--- src/rtl/icap_cfg_reader.sv ---
// ICAPE3 configuration-register reader: sync/header, one-word read, desync.
// Optional macro ICAP_RD_TIMEOUT_EN bounds the wait for icap_avail by AVAIL_TIMEOUT.
module icap_cfg_reader #(
    parameter int unsigned READ_LAT      = 3,
    parameter int unsigned AVAIL_TIMEOUT = 255
) (
    input  logic        axi_aclk,
    input  logic        axi_aresetn,
    input  logic        rd_req,
    input  logic [4:0]  rd_reg_addr,
    output logic        rd_busy,
    output logic        rd_done,
    output logic [31:0] rd_data,
    output logic        rd_timeout,
    input  logic        icap_avail,
    output logic        icap_csib,
    output logic        icap_rdwrb,
    output logic [31:0] icap_i,
    input  logic [31:0] icap_o
);

    typedef enum logic [2:0] {
        IDLE       = 3'd0,
        WAIT_AVAIL = 3'd1,
        WR_HDR     = 3'd2,
        SW_RD      = 3'd3,
        READ       = 3'd4,
        SW_WR      = 3'd5,
        WR_DESYNC  = 3'd6,
        DONE       = 3'd7
    } state_t;

    localparam logic [3:0] LAT_LAST = 4'(READ_LAT - 1);

    if (READ_LAT < 1 || READ_LAT > 15) begin : g_bad_read_lat
        $error("icap_cfg_reader: READ_LAT must be 1..15");
    end
    if (AVAIL_TIMEOUT < 1 || AVAIL_TIMEOUT > 65535) begin : g_bad_avail_timeout
        $error("icap_cfg_reader: AVAIL_TIMEOUT must be 1..65535");
    end

    // ICAP transfers each byte MSB-last, so bits are mirrored inside every byte.
    function automatic logic [31:0] bitrev_bytes(input logic [31:0] w);
        logic [31:0] r;
        r = 32'h0000_0000;
        for (int b = 0; b < 4; b++) begin
            for (int i = 0; i < 8; i++) begin
                r[8*b+i] = w[8*b+7-i];
            end
        end
        return r;
    endfunction

    function automatic logic [31:0] hdr_word(input logic [2:0] idx, input logic [4:0] addr);
        logic [31:0] w;
        case (idx)
            3'd0:    w = 32'hFFFF_FFFF;
            3'd1:    w = 32'hAA99_5566;
            3'd4:    w = 32'h2800_0001 | {14'd0, addr, 13'd0};
            3'd2, 3'd3, 3'd5, 3'd6: w = 32'h2000_0000;
            default: w = 32'hFFFF_FFFF;
        endcase
        return w;
    endfunction

    function automatic logic [31:0] desync_word(input logic [2:0] idx);
        logic [31:0] w;
        case (idx)
            3'd0:    w = 32'h3000_8001;
            3'd1:    w = 32'h0000_000D;
            3'd2, 3'd3: w = 32'h2000_0000;
            default: w = 32'hFFFF_FFFF;
        endcase
        return w;
    endfunction

    state_t      state_q, state_d;
    logic [2:0]  idx_q, idx_d;
    logic [3:0]  lat_q, lat_d;
    logic [4:0]  addr_q, addr_d;
    logic [31:0] data_q, data_d;
    logic        csib_q, csib_d;
    logic        rdwrb_q, rdwrb_d;
    logic [31:0] icap_i_q, icap_i_d;
    logic        busy_q, busy_d;
    logic        done_q, done_d;

`ifdef ICAP_RD_TIMEOUT_EN
    localparam logic [15:0] TMO_LAST = 16'(AVAIL_TIMEOUT - 1);
    logic [15:0] tmo_q, tmo_d;
    logic        timeout_q, timeout_d;
`endif

    // Next-state logic; ICAP pins are precomputed from the next state so they register in step with it.
    always_comb begin
        state_d  = state_q;
        idx_d    = idx_q;
        lat_d    = lat_q;
        addr_d   = addr_q;
        data_d   = data_q;
`ifdef ICAP_RD_TIMEOUT_EN
        tmo_d     = tmo_q;
        timeout_d = timeout_q;
`endif
        case (state_q)
            IDLE: begin
                if (rd_req) begin
                    addr_d  = rd_reg_addr;
                    idx_d   = 3'd0;
                    lat_d   = 4'd0;
                    state_d = WAIT_AVAIL;
`ifdef ICAP_RD_TIMEOUT_EN
                    tmo_d     = 16'd0;
                    timeout_d = 1'b0;
`endif
                end else begin
                    state_d = IDLE;
                end
            end
            WAIT_AVAIL: begin
                if (icap_avail) begin
                    idx_d   = 3'd0;
                    state_d = WR_HDR;
`ifdef ICAP_RD_TIMEOUT_EN
                end else if (tmo_q == TMO_LAST) begin
                    timeout_d = 1'b1;
                    state_d   = DONE;
                end else begin
                    tmo_d = tmo_q + 16'd1;
`else
                end else begin
                    state_d = WAIT_AVAIL;
`endif
                end
            end
            WR_HDR: begin
                if (idx_q == 3'd6) begin
                    idx_d   = 3'd0;
                    state_d = SW_RD;
                end else begin
                    idx_d = idx_q + 3'd1;
                end
            end
            SW_RD: begin
                lat_d   = 4'd0;
                state_d = READ;
            end
            READ: begin
                if (lat_q == LAT_LAST) begin
                    data_d  = bitrev_bytes(icap_o);
                    state_d = SW_WR;
                end else begin
                    lat_d = lat_q + 4'd1;
                end
            end
            SW_WR: begin
                idx_d   = 3'd0;
                state_d = WR_DESYNC;
            end
            WR_DESYNC: begin
                if (idx_q == 3'd3) begin
                    idx_d   = 3'd0;
                    state_d = DONE;
                end else begin
                    idx_d = idx_q + 3'd1;
                end
            end
            DONE: begin
                state_d = IDLE;
            end
            default: begin
                state_d = IDLE;
            end
        endcase

        busy_d = (state_d != IDLE);
        done_d = (state_d == DONE);
        case (state_d)
            WR_HDR: begin
                csib_d   = 1'b0;
                rdwrb_d  = 1'b0;
                icap_i_d = bitrev_bytes(hdr_word(idx_d, addr_d));
            end
            WR_DESYNC: begin
                csib_d   = 1'b0;
                rdwrb_d  = 1'b0;
                icap_i_d = bitrev_bytes(desync_word(idx_d));
            end
            READ: begin
                csib_d   = 1'b0;
                rdwrb_d  = 1'b1;
                icap_i_d = 32'hFFFF_FFFF;
            end
            SW_RD: begin
                csib_d   = 1'b1;
                rdwrb_d  = 1'b1;
                icap_i_d = 32'hFFFF_FFFF;
            end
            default: begin
                csib_d   = 1'b1;
                rdwrb_d  = 1'b0;
                icap_i_d = 32'hFFFF_FFFF;
            end
        endcase
    end

    // State, sequencing counters and registered outputs.
    always_ff @(posedge axi_aclk or negedge axi_aresetn) begin
        if (!axi_aresetn) begin
            state_q  <= IDLE;
            idx_q    <= 3'd0;
            lat_q    <= 4'd0;
            addr_q   <= 5'd0;
            data_q   <= 32'h0000_0000;
            csib_q   <= 1'b1;
            rdwrb_q  <= 1'b0;
            icap_i_q <= 32'hFFFF_FFFF;
            busy_q   <= 1'b0;
            done_q   <= 1'b0;
        end else begin
            state_q  <= state_d;
            idx_q    <= idx_d;
            lat_q    <= lat_d;
            addr_q   <= addr_d;
            data_q   <= data_d;
            csib_q   <= csib_d;
            rdwrb_q  <= rdwrb_d;
            icap_i_q <= icap_i_d;
            busy_q   <= busy_d;
            done_q   <= done_d;
        end
    end

`ifdef ICAP_RD_TIMEOUT_EN
    // Wait-for-avail counter and sticky timeout flag.
    always_ff @(posedge axi_aclk or negedge axi_aresetn) begin
        if (!axi_aresetn) begin
            tmo_q     <= 16'd0;
            timeout_q <= 1'b0;
        end else begin
            tmo_q     <= tmo_d;
            timeout_q <= timeout_d;
        end
    end
    assign rd_timeout = timeout_q;
`else
    assign rd_timeout = 1'b0;
`endif

    assign rd_busy    = busy_q;
    assign rd_done    = done_q;
    assign rd_data    = data_q;
    assign icap_csib  = csib_q;
    assign icap_rdwrb = rdwrb_q;
    assign icap_i     = icap_i_q;

endmodule

--- config.mk ---
export PLATFORM = sky130hd
export DESIGN_NAME = icap_cfg_reader
export DESIGN_NICKNAME = d
export VERILOG_FILES = /design/src/rtl/icap_cfg_reader.sv
export SDC_FILE = /design/constraint.sdc
export NUM_CORES = 1
export LEC_CHECK = 0
export BUFFER_PORTS_ARGS = -buffer_cell sky130_fd_sc_hd__buf_2
export CAP_MARGIN = 20
export CORE_UTILIZATION = 45
export CTS_BUF_LIST = sky130_fd_sc_hd__clkbuf_8
export DETAILED_ROUTE_END_ITERATION = 10
export PLACE_DENSITY = 0.85
export RECOVER_POWER = 100
export SLEW_MARGIN = 40
export SYNTH_ARGS = -nofsm -noshare
export SYNTH_HDL_FRONTEND = slang
export SYNTH_SLANG_ARGS = --single-unit
--- constraint.sdc ---
create_clock -name axi_aclk -period 3.9 [get_ports axi_aclk]
set_input_delay 0.39 -clock axi_aclk [delete_from_list [all_inputs] [get_ports axi_aclk]]
set_output_delay 0.39 -clock axi_aclk [all_outputs]
set_load 0.05 [all_outputs]
# Word level (Yosys, flattened, before mapping)

Index checks and enable logic that the tools add are counted.
W data, S select, Z words.

$lt $le $gt $ge: 0
Divide/modulo/power cells: 0
Multipliers: 0
Bitwise operators: 0
$add $sub $neg: 2
Muxes and demuxes: 21
Reductions and logical operators: 10
Shifts and indexed selects: 0
Eq/ne operators: 23

Operators with widths:

| operator              | number |
|---|---|
| $pmux W32 S3          | 2 |
| $pmux W32 S2          | 1 |
| $eq A3 B3 Y1 const B  | 11 |
| $pmux W3 S8           | 1 |
| $eq A3 B2 Y1 const B  | 7 |
| $mux W3               | 7 |
| $pmux W3 S5           | 1 |
| $pmux W4 S3           | 1 |
| $mux W5               | 2 |
| $mux W4               | 2 |
| $eq A3 B1 Y1 const B  | 2 |
| $logic_not A3 Y1      | 2 |
| $reduce_bool A3 Y1    | 2 |
| $add A4 B1 Y4 const B | 1 |
| $eq A4 B2 Y1 const B  | 1 |
| $ne A2 B2 Y1 const B  | 2 |
| $reduce_or A2 Y1      | 2 |
| $reduce_or A4 Y1      | 1 |
| $add A3 B1 Y3 const B | 1 |
| $mux W1               | 3 |
| $reduce_and A3 Y1     | 1 |
| $reduce_or A3 Y1      | 1 |
| $mux W2               | 1 |
| $reduce_and A2 Y1     | 1 |

ROM bits: 0
Output and inout bits: 69
Memories kept: 0
Latch bits: 0
Register bits after elaboration: 83
RAM bits: 0

# Longest topological paths before layout

Depth in word-level cells: 7
Depth in mapped cells: 10
Gate-level depth less buffers: 9

# Worst setup path before layout

OpenSTA, ideal clock, no wires.

Path kind: reg-to-reg
From: register state_q[0]
To: register icap_i_q[23] (netlist: icap_i[23])
Period minus slack after synthesis: 1.961 ns
Arrival time: 1.883 ns
Cell stages (with the launch flop): 7
Path slack: 1.939 ns
Path through: dfrtp_1 buf_2 or3_1 nor2_1 mux2_2 a21o_1 a31o_2

RTL lines:

| what                   | RTL line | text |
|---|---|---|
| start, declared        | 77       | `state_t state_q, state_d;` |
| start signal, assigned | 221      | `state_q <= state_d;` |
| $logic_not A3 Y1       | 105      | `case (state_q)` |
| $mux W5                | 105      |  |
| via addr_d[3]          | 80       | `logic [4:0] addr_q, addr_d;` |
| $pmux W32 S3           | 56       | `case (idx)` |
| $pmux W32 S2           | 178      | `case (state_d)` |
| via icap_i_d[23]       | 84       | `logic [31:0] icap_i_q, icap_i_d;` |
| end signal, assigned   | 228      | `icap_i_q <= icap_i_d;` |
| end, declared          | 84       |  |

The timed path passes the listed nets, and every way through them passes these cells.
A chain may end at the register's enable or synchronous reset.

# Worst setup path in the final report

From: register state_q[2]
To: register lat_q[2]

Longest elaborated chain between the ends: 3

Ends and longest elaborated chain:

| what                                                                | RTL line | text |
|---|---|---|
| $eq A3 B3 Y1 (tied with other cells)                                | 105      |  |
| $ne A2 B2 Y1 (no source line) or $reduce_bool A3 Y1 (tied branches) | -        |  |
| $reduce_and A3 Y1 (no source line)                                  | -        |  |
| end signal, assigned                                                | 223      | `lat_q <= lat_d;` |
| end, declared                                                       | 79       | `logic [3:0] lat_q, lat_d;` |

Parallel ways exist; a longest one is shown, timed or not.

==> flow_summary_export.csv <==
group,metric,value,unit
outcome,status,"complete, but fails checks",
outcome,failed_checks,"capacitance limit, slew limit",
setup_path,reg2reg_depth,5,
timing,fin_crit,2.669,ns
hold_path,min-delay-path-class,"in2reg",
final_layout,drive_gt1_frac,0.1834,
yosys,synth_most_common_cell,"nand2_1",
placement,portBuffers,108,
yosys,synth_compound_area_frac,0.1088,
timing,finalHoldViolCount,0,
cts,htreeDepth,3,
final_layout,fill_cells,603,
final_layout,synthToLayoutAreaGrowth,16.72,%
setup_path,critPathBufInv,0,
setup_path,setup.worst_path.start_class,"flip-flop",
global_route,grt_overflow,0,
yosys,synth_top_family_by_area,"simple AND/OR/NAND/NOR gates",
timing,tightest_slew,2.303,ns
cts,cts_setup_buffers,0,
job,maxCapViolations,1,
timing,skew,0.006565,ns
placement,gp_congestion,0.8201,
yosys,yosysTopAreaCellShare,0.4200,
route,avgRoutedWirePerCell,13.00,microns
yosys,synthTopCellsByCount,"nand2_1, dfrtp_1, buf_4",
route,drcViolationCount,0,
global_route,grt_pass1_wl,10.42,mm
yosys,async_flop_share,1.000,
yosys,ys_ff_latch,64,
yosys,synth-edff-count,0,
yosys,yosys-top-cells-area,"dfrtp_1, nand2_1, dfstp_2, buf_4, ha_1",
route,vias,2371,
route,drt-vias-per-instance,4.992,
setup_path,worstPathRequired,4.12,ns
timing,setup_violations,0,
setup_path,crit_chain,"or3b_1, or4b_1, nand3_1, xor2_1, nor2_1",
setup_path,r2r_start,"state_q[2]",
yosys,yosys.area_share.simple,0.2003,
route,dr.pass1.iters,4,
final_layout,diodes,0,
global_route,grt_usage,0.1898,
cts,root_buffer,"clkbuf_8",
setup_path,critPathKind,"reg2reg",
setup_path,crit_fanout,34,
timing,rsz0062_at_grt,"no",
yosys,avgSynthCellArea,9.865,sq um
yosys,synth.area.mux_share,0.02562,
route,dr.first_iter.drc_count,69,
yosys,synth_fa_ha_area_frac,0.02520,
yosys,syn-num-nets,349,
cts,cts_resized,0,
yosys,syn_area,2979,sq um
global_route,grt_max_degree,45,
cts,ctsHoldBuffers,0,
setup_path,r2r_end,"lat_q[2]",
setup_path,cp-end-kind,"flip-flop",
yosys,post_synth_num_cell_types,53,
cts,cts_sinks,64,
cts,clock_latency,0.34,ns
yosys,seq_area_frac_synth,0.5435,
hold_path,min_path_cells,3,
final_layout,multiInputGateArea,1064,sq um
yosys,synth_top_cell_by_area,"dfrtp_1",
route,ant_nets,0,
setup_path,critPathArrivalTime,2.89,ns
timing,finalSetupTns,0,ns
global_route,grt_pass1_vias,2208,
floorplan,start_util,0.4665,
cts,clock_path_buffers,2,
yosys,syn_inst,302,
placement,dpl.hpwl,4.391,mm
setup_path,r2r_slack,1.23,ns
cts,cts_tree,"done",
floorplan,die_x,83.37,microns
floorplan,fp.dieH,83.37,microns
floorplan,dieArea,6950,sq um
floorplan,io_pins,110,
final_layout,seq_area,1619,sq um
setup_path,crit_family,"simple AND/OR/NAND/NOR gates",
floorplan,rows,29,
yosys,synth_xor_area_frac,0.01134,
yosys,ys.flop_type,"dfrtp_1",
global_route,antenna_found_initial,0,
hold_path,min_from,"icap_o[19]",
route,routed_wl,6.174,mm
timing,maxSlewViolCount,45,
floorplan,core_area,6386,sq um
yosys,yosysWarnings,0,
hold_path,hold-path-endpoint,"rd_data[20]",
final_layout,finalNetCount,440,
cts,clkTransAtPathRegs,0.07,ns
timing,fin_crit_sh,0.6844,
setup_path,slowest_stage,"or4b_1",
cts,numCtsBuffers,9,
timing,max_freq,374.7,MHz
setup_path,cp_slowest_stage_delay,1.01,ns
timing,max_slew_margin,-0.5351,
[kinds of logic after synthesis]
group | Yosys count
flops | 64
fa+ha+maj | 6
simple gates | 137
xor+xnor | 3
other cells | 1
mux | 7
buf+inv | 44
compound gates | 40
[worst max-delay path by stage]
| stage | end | startpoint | slack, ns | cells after the start |
|---|---|---|---|---|
| 3_5_place_dp | lat_q[2] | state_q[2] | 1.29 | 5 |
| 2_1_floorplan | icap_i[23] | state_q[0] | 1.94 | 6 |
| 4_1_cts | lat_q[2] | state_q[2] | 1.28 | 5 |
| 5_1_grt | idx_q[0] | axi_aresetn | 0.77 | 2 |
| 3_3_place_gp | lat_q[2] | state_q[2] | 1.25 | 5 |
| 6_report | lat_q[2] | state_q[2] | 1.23 | 5 |
[metrics by stage]
step	util	std cells	hold WS [ns]	worst slack (ns)	cell area (sq um)
floorplan	-	302	0.09441	1.939	2979
detailed placement	0.5380	459	0.4220	1.293	3436
CTS	0.5662	475	0.05670	1.279	3616
global route	0.5445	475	0.2333	0.7665	3477
global placement	0.5376	459	0.4522	1.247	3433
finish	0.5445	475	0.2408	1.231	3477
[final cells by class]
cell class	count	area share
sequential	64	0.4656
multi-input combinational	194	0.3059
timing repair buffer	110	0.1339
clock buffer	9	0.03562
tap	77	0.02771
clock inverter	7	0.01619
inverter	14	0.01511
[tightest hold or removal path: cells and delay by family]
family                 cells  cell delay [ns]
and+or+nand+nor            2             0.09
buffers and inverters      1             0.07
[registers in the layout, indices dropped and copies added (netlist names)]
name / cells
rd_busy: 1
lat_q: 4
state_q: 3
addr_q: 5
icap_csib: 1
rd_done: 1
idx_q: 3
rd_data: 32
icap_rdwrb: 1
icap_i: 13
[cell usage in the layout, fill, tap and decap left out, types with 3 or more instances in the layout]
master    netlist  routed
a21o_1          6       6
a21oi_1         7       7
a31o_2          3       3
a32oi_1         3       3
buf_2           5      39
clkbuf_1        4      70
clkbuf_8        0       9
clkinv_2        0       3
dfrtp_1        50      50
dfstp_2        14      14
ha_1            6       6
inv_1          11      14
mux2_1          0       5
nand2_1       105     105
nand2b_1        5       5
nor2_1          8       8
o21ai_0         2       3
xor2_1          2       3
[layer usage]
layer  GRT usage  wire (microns)
met1      0.2403            2701
met2      0.3070            2940
met3     0.06163             448
met4     0.06426              84
met5           0               0
Power is not shown: default switching activity piles up to over one toggle a cycle in this logic, so the estimate is an artifact.
